--- src/rtl/output_ram_reader_if.sv ---
// Valid/ready stream carrying words read back from the output RAM.
// The master drives data/valid, and the slave drives ready.
interface output_ram_reader_if #(
    parameter int n = 32
);
    logic [n-1:0] out_data;
    logic         out_valid;
    logic         out_ready;

    modport master (
        output out_data,
        output out_valid,
        input  out_ready
    );

    modport slave (
        input  out_data,
        input  out_valid,
        output out_ready
    );
endinterface

--- src/rtl/output_ram_reader.sv ---
// Streams output-RAM entries 0..len-1 to a valid/ready consumer.
// The RAM's one-cycle registered read latency is hidden inside the block.
module output_ram_reader #(
    parameter  int r  = 8,
    parameter  int n  = 32,
    localparam int aw = $clog2(r)
) (
    input  logic                  clk,
    input  logic                  rst,
    input  logic                  start,
    input  logic [aw:0]           len,
    output logic                  ram_rd,
    output logic [aw-1:0]         ram_addr,
    input  logic [n-1:0]          ram_dout,
    output_ram_reader_if.master   st,
    output logic                  busy,
    output logic                  done
);

    typedef enum logic [2:0] {
        IDLE    = 3'd0,
        ISSUE   = 3'd1,
        CAPTURE = 3'd2,
        SEND    = 3'd3,
        FIN     = 3'd4
    } state_t;

    localparam logic [aw:0] depth_c = (aw+1)'(r);
    localparam logic [aw:0] one_c   = {{aw{1'b0}}, 1'b1};

    state_t        state_r, state_s;
    logic [aw:0]   idx_r, idx_s;
    logic [aw:0]   cnt_r, cnt_s;
    logic [aw:0]   len_clamp_s;
    logic [n-1:0]  data_r, data_s;
    logic          ram_rd_r;
    logic          valid_r;
    logic          busy_r;
    logic          done_r;

    // Next-state, index/count and captured-data logic.
    always_comb begin
        state_s     = state_r;
        idx_s       = idx_r;
        cnt_s       = cnt_r;
        data_s      = data_r;
        len_clamp_s = (len > depth_c) ? depth_c : len;
        case (state_r)
            IDLE: begin
                if (start) begin
                    cnt_s   = len_clamp_s;
                    idx_s   = '0;
                    state_s = (len_clamp_s == '0) ? FIN : ISSUE;
                end else begin
                    state_s = IDLE;
                end
            end
            ISSUE: begin
                state_s = CAPTURE;
            end
            CAPTURE: begin
                data_s  = ram_dout;
                state_s = SEND;
            end
            SEND: begin
                if (st.out_ready) begin
                    if (idx_r == cnt_r - one_c) begin
                        state_s = FIN;
                    end else begin
                        idx_s   = idx_r + one_c;
                        state_s = ISSUE;
                    end
                end else begin
                    state_s = SEND;
                end
            end
            FIN: begin
                state_s = IDLE;
            end
            default: begin
                state_s = IDLE;
            end
        endcase
    end

    // State and datapath registers; strobes are decoded from the next state so they leave on flops.
    always_ff @(posedge clk) begin
        if (rst) begin
            state_r  <= IDLE;
            idx_r    <= '0;
            cnt_r    <= '0;
            data_r   <= '0;
            ram_rd_r <= 1'b0;
            valid_r  <= 1'b0;
            busy_r   <= 1'b0;
            done_r   <= 1'b0;
        end else begin
            state_r  <= state_s;
            idx_r    <= idx_s;
            cnt_r    <= cnt_s;
            data_r   <= data_s;
            ram_rd_r <= (state_s == ISSUE);
            valid_r  <= (state_s == SEND);
            busy_r   <= (state_s != IDLE);
            done_r   <= (state_s == FIN);
        end
    end

    assign ram_rd       = ram_rd_r;
    assign ram_addr     = idx_r[aw-1:0];
    assign st.out_data  = data_r;
    assign st.out_valid = valid_r;
    assign busy         = busy_r;
    assign done         = done_r;

endmodule

--- src/flat_wrapper.sv ---
// flat-port wrapper written by rule: the top's interface ports become plain ports
module output_ram_reader_flat 
#(
    parameter  int r  = 8,
    parameter  int n  = 32,
    localparam int aw = $clog2(r)
)
  (clk, rst, start, len, ram_rd, ram_addr, ram_dout, busy, done, st_out_data, st_out_valid, st_out_ready);
  output_ram_reader_if #(.n(n)) st_i ();
  input  logic clk;
  input  logic rst;
  input  logic start;
  input  logic [aw:0] len;
  output logic ram_rd;
  output logic [aw-1:0] ram_addr;
  input  logic [n-1:0] ram_dout;
  output logic busy;
  output logic done;
  output wire logic [$bits(st_i.out_data)-1:0] st_out_data;
  output wire logic [$bits(st_i.out_valid)-1:0] st_out_valid;
  input wire logic [$bits(st_i.out_ready)-1:0] st_out_ready;
  assign st_out_data = st_i.out_data;
  assign st_out_valid = st_i.out_valid;
  assign st_i.out_ready = st_out_ready;
  output_ram_reader #(.r(r), .n(n)) u_core (.clk(clk), .rst(rst), .start(start), .len(len), .ram_rd(ram_rd), .ram_addr(ram_addr), .ram_dout(ram_dout), .st(st_i), .busy(busy), .done(done));
endmodule
--- config.mk ---
export PLATFORM = sky130hd
export DESIGN_NAME = output_ram_reader_flat
export DESIGN_NICKNAME = d
export VERILOG_FILES = /design/src/rtl/output_ram_reader_if.sv /design/src/rtl/output_ram_reader.sv /design/src/flat_wrapper.sv
export SDC_FILE = /design/constraint.sdc
export NUM_CORES = 1
export LEC_CHECK = 0
export ABC_AREA = 1
export CAP_MARGIN = 15
export CORE_UTILIZATION = 38
export DETAILED_ROUTE_END_ITERATION = 8
export PLACE_DENSITY = 0.75
export SLEW_MARGIN = 20
export SYNTH_ARGS = -nofsm -noshare
export SYNTH_HDL_FRONTEND = slang
export SYNTH_SLANG_ARGS = --single-unit
--- constraint.sdc ---
create_clock -name clk -period 1.54 [get_ports clk]
set_input_delay 0.308 -clock clk [delete_from_list [all_inputs] [get_ports clk]]
set_output_delay 0.308 -clock clk [all_outputs]
set_load 0.1 [all_outputs]
==> flow_metrics.env <==
export IMPL_core_rowCount=25
export IMPL_start_kind="flop"
export IMPL_routed_wl_mm=4.89
export IMPL_placed_cell_area_mm2=0.00320
export IMPL_slew_viol_final=0
export IMPL_pin_count=79
export IMPL_crit_path_start="u_core.cnt_r[0]$_SDFFE_PP0P_"
export IMPL_grtUsageTotal_pct=20.3
export IMPL_stdcell_count=402
export IMPL_clkSinkCount=47
export IMPL_synth_nets=290
export IMPL_yosys_area_share_simple_pct=27.8
export IMPL_ys_ff_latch=47
export IMPL_hold_path_class="reg2reg"
export IMPL_hp_start="u_core.idx_r[3]$_SDFFE_PP0P_"
export IMPL_crit_path_top_delay_cell="dfxtp_2"
export IMPL_fin_crit_sh_pct=99.0
export IMPL_synth_edff_count=0
export IMPL_chipHeight_um=72.6
export IMPL_hpwl_mm=3.67
export IMPL_drive_gt1_share_pct=25.7
export IMPL_synth_top_cell_area_share_pct=49.7
export IMPL_antenna_found_initial=0
export IMPL_synth_warnings=0
export IMPL_remaining_drc_errors=0
export IMPL_cts_buffer_depth=2
export IMPL_worstMarginPinSlew_ps=290
export IMPL_fmax_mhz=656
export IMPL_clk_pin_slew_ps=90
export IMPL_grt_pass1_wl_mm=8.35
export IMPL_grt_max_degree=33
export IMPL_holdBufCountCts=0
export IMPL_finalInstanceArea_mm2=0.00333
export IMPL_htree_levels=2
export IMPL_vias_per_cell=4.66
export IMPL_die_w_um=72.6
export IMPL_gr_total_overflow=0
export IMPL_synthFlopType="dfxtp_1"
export IMPL_cp_cell_sequence="inv_2, ha_4, nor2_1, nor2_1, nand2_1, nor2_2, nand2_1, nand2_2, nand2_4, nand2_2, nand2_1, a21oi_1"
export IMPL_hold_depth=2
export IMPL_utilization_pct=70.1
export IMPL_wl_met2_mm=2.35
export IMPL_place_congestion=0.770
export IMPL_portBuffers=78
export IMPL_wire_per_inst_um=12.2
export IMPL_cts_tree="yes"
export IMPL_diodes=0
export IMPL_worstPathMaxFanout=7
export IMPL_start_util_pct=39.8
export IMPL_regArea_um2=943
export IMPL_synth_top_cells_by_area="dfxtp_1, nor2_1, o21ai_0, nand2_1, nand3_1"
export IMPL_grt_pass1_vias=1931
export IMPL_synth_top_family_by_area="simple AND/OR/NAND/NOR gates"
export IMPL_drt_met1_wl_mm=2.06
export IMPL_worst_ir_drop_vdd_v=0.000859
export IMPL_path_class="reg2reg"
export IMPL_holdWs_ps=548
export IMPL_synth_compound_area_share_pct=12.2
export IMPL_synth_mux_area_share_pct=0
export IMPL_status="finished clean"
export IMPL_maxCapViolCount=0
export IMPL_route_met3_wl_um=436
export IMPL_fillers=379
export IMPL_rsz0062_at_grt="yes"
export IMPL_num_vias=1875
export IMPL_dieArea_mm2=0.00526
export IMPL_synthCells=248
export IMPL_synth_seq_area_share_pct=49.7
export IMPL_async_flop_share_pct=0
export IMPL_slowest_delay_ps=350
export IMPL_postSynthAreaPerCell_um2=7.63
export IMPL_cp_arrival_ps=1750
export IMPL_synth_top_area_cell="dfxtp_1"
export IMPL_crit_top_cell="nand2_1"
export IMPL_final_setup_skew_ps=5.06
export IMPL_power_density_mw_per_mm2=1380
export IMPL_end_kind="flop"
export IMPL_core_mm2=0.00475
export IMPL_ys_types=28
export IMPL_top_layer="met4"
export IMPL_drt_iter0_drc=105
export IMPL_leakagePower_nw=1.41
export IMPL_synth_top_cells_by_count="nor2_1, dfxtp_1, o21ai_0"
export IMPL_min_period_ps=1520
export IMPL_reg2reg_depth=12
export IMPL_synth_adder_area_share_pct=1.32
export IMPL_final_setup_tns_ps=0
export IMPL_crit_required_ps=1770
export IMPL_r2r_start="u_core.cnt_r[0]$_SDFFE_PP0P_"
export IMPL_multi_input_area_um2=872
export IMPL_place_inst=393
export IMPL_final_net_count=376
export IMPL_cts_made_buffers=5
export IMPL_first_pass_iters=4
export IMPL_final_setup_viol_count=0
export IMPL_synth_xor_area_share_pct=2.31
export IMPL_clock_latency_ps=290
export IMPL_area_growth_pct=76.2
export IMPL_ant_nets=0
export IMPL_hold_viol=0
export IMPL_synth_area_mm2=0.00189
export IMPL_yosysMostFrequentCell="nor2_1"
export IMPL_slew_headroom_pct=80.7
export IMPL_root_buffer="clkbuf_8"
==> worst max-delay path, delay by kind of cell (launching register included) <==
kind | cells | cell delay, ps
compound gates | 1 | 110
fa+ha+maj | 1 | 260
buf+inv | 1 | 50
flops | 1 | 350
simple gates | 9 | 700
==> cell families after synthesis <==
| logic type | count (synthesis) |
|---|---|
| simple gates | 121 |
| flops | 47 |
| compound gates | 43 |
| buf+inv | 30 |
| xor+xnor | 5 |
| fa+ha+maj | 2 |
==> through the flow <==
step	total power, mW	setup WS [ps]
6_report	4.59	15.7
5_1_grt	4.81	-106
4_1_cts	4.64	2.34
3_5_place_dp	3.90	-113
3_3_place_gp	3.87	-14.6
2_1_floorplan	2.95	21.3
==> path summary, 6_finish.rpt <==
path | endpoint | slack [ps]
max reg2reg | u_core.idx_r[2]$_SDFFE_PP0P_ | 20
min reg2reg | u_core.idx_r[3]$_SDFFE_PP0P_ | 550
max | u_core.idx_r[2]$_SDFFE_PP0P_ | 20
min | u_core.idx_r[3]$_SDFFE_PP0P_ | 550
==> where the power goes <==
group | switching, mW | leakage (nW) | total, mW | internal [mW]
Sequential | 0.163 | 0.385 | 1.55 | 1.39
Combinational | 1.50 | 0.980 | 2.34 | 0.839
Clock | 0.384 | 0.0422 | 0.703 | 0.319
Total | 2.05 | 1.41 | 4.59 | 2.55
==> what timing repair did <==
action / CTS / global route
pin swaps: 7 / 8
endpoints found under the setup margin: 7 / 7
setup buffers: 1 / 0
resized for setup: 8 / 8
==> metal layers <==
| metal | GRT usage (%) | vias to the layer above |
|---|---|---|
| met2 | 34.1 | 63 |
| met5 | 0 | - |
| met1 | 23.1 | 847 |
| met4 | 6.75 | 0 |
| li1 | - | 961 |
| met3 | 9.03 | 4 |
==> cell type report <==
| cell class | count | share of cell area, % |
|---|---|---|
| clock inverter | 1 | 0.150 |
| timing repair buffer | 92 | 38.7 |
| multi-input combinational | 171 | 26.2 |
| sequential | 47 | 28.3 |
| inverter | 17 | 1.91 |
| tap | 67 | 2.52 |
| clock buffer | 7 | 2.29 |
==> layout by cell type (no fill, tap or decap), types with 3 or more instances in the layout <==
cell type | Yosys | routed
o21ai_0 | 33 | 33
buf_12 | 0 | 40
nor2_1 | 76 | 75
nand2_2 | 1 | 4
a21oi_2 | 2 | 5
clkdlybuf4s50_1 | 0 | 39
nand2_1 | 22 | 18
inv_1 | 13 | 10
buf_4 | 3 | 13
nand3_1 | 11 | 10
inv_2 | 3 | 6
dfxtp_1 | 47 | 45
nor2_2 | 2 | 3
clkbuf_8 | 0 | 5
xor2_1 | 3 | 3
==> registers in the layout, indices dropped and copies added, names as in the netlist <==
signal / flops
u_core.busy: 1
u_core.cnt_r: 4
u_core.idx_r: 4
u_core.st.out_data: 32
u_core.ram_rd: 1
u_core.done: 1
u_core.st.out_valid: 1
u_core.state_r: 3
Note: power is estimated with default switching activity, not from simulation.
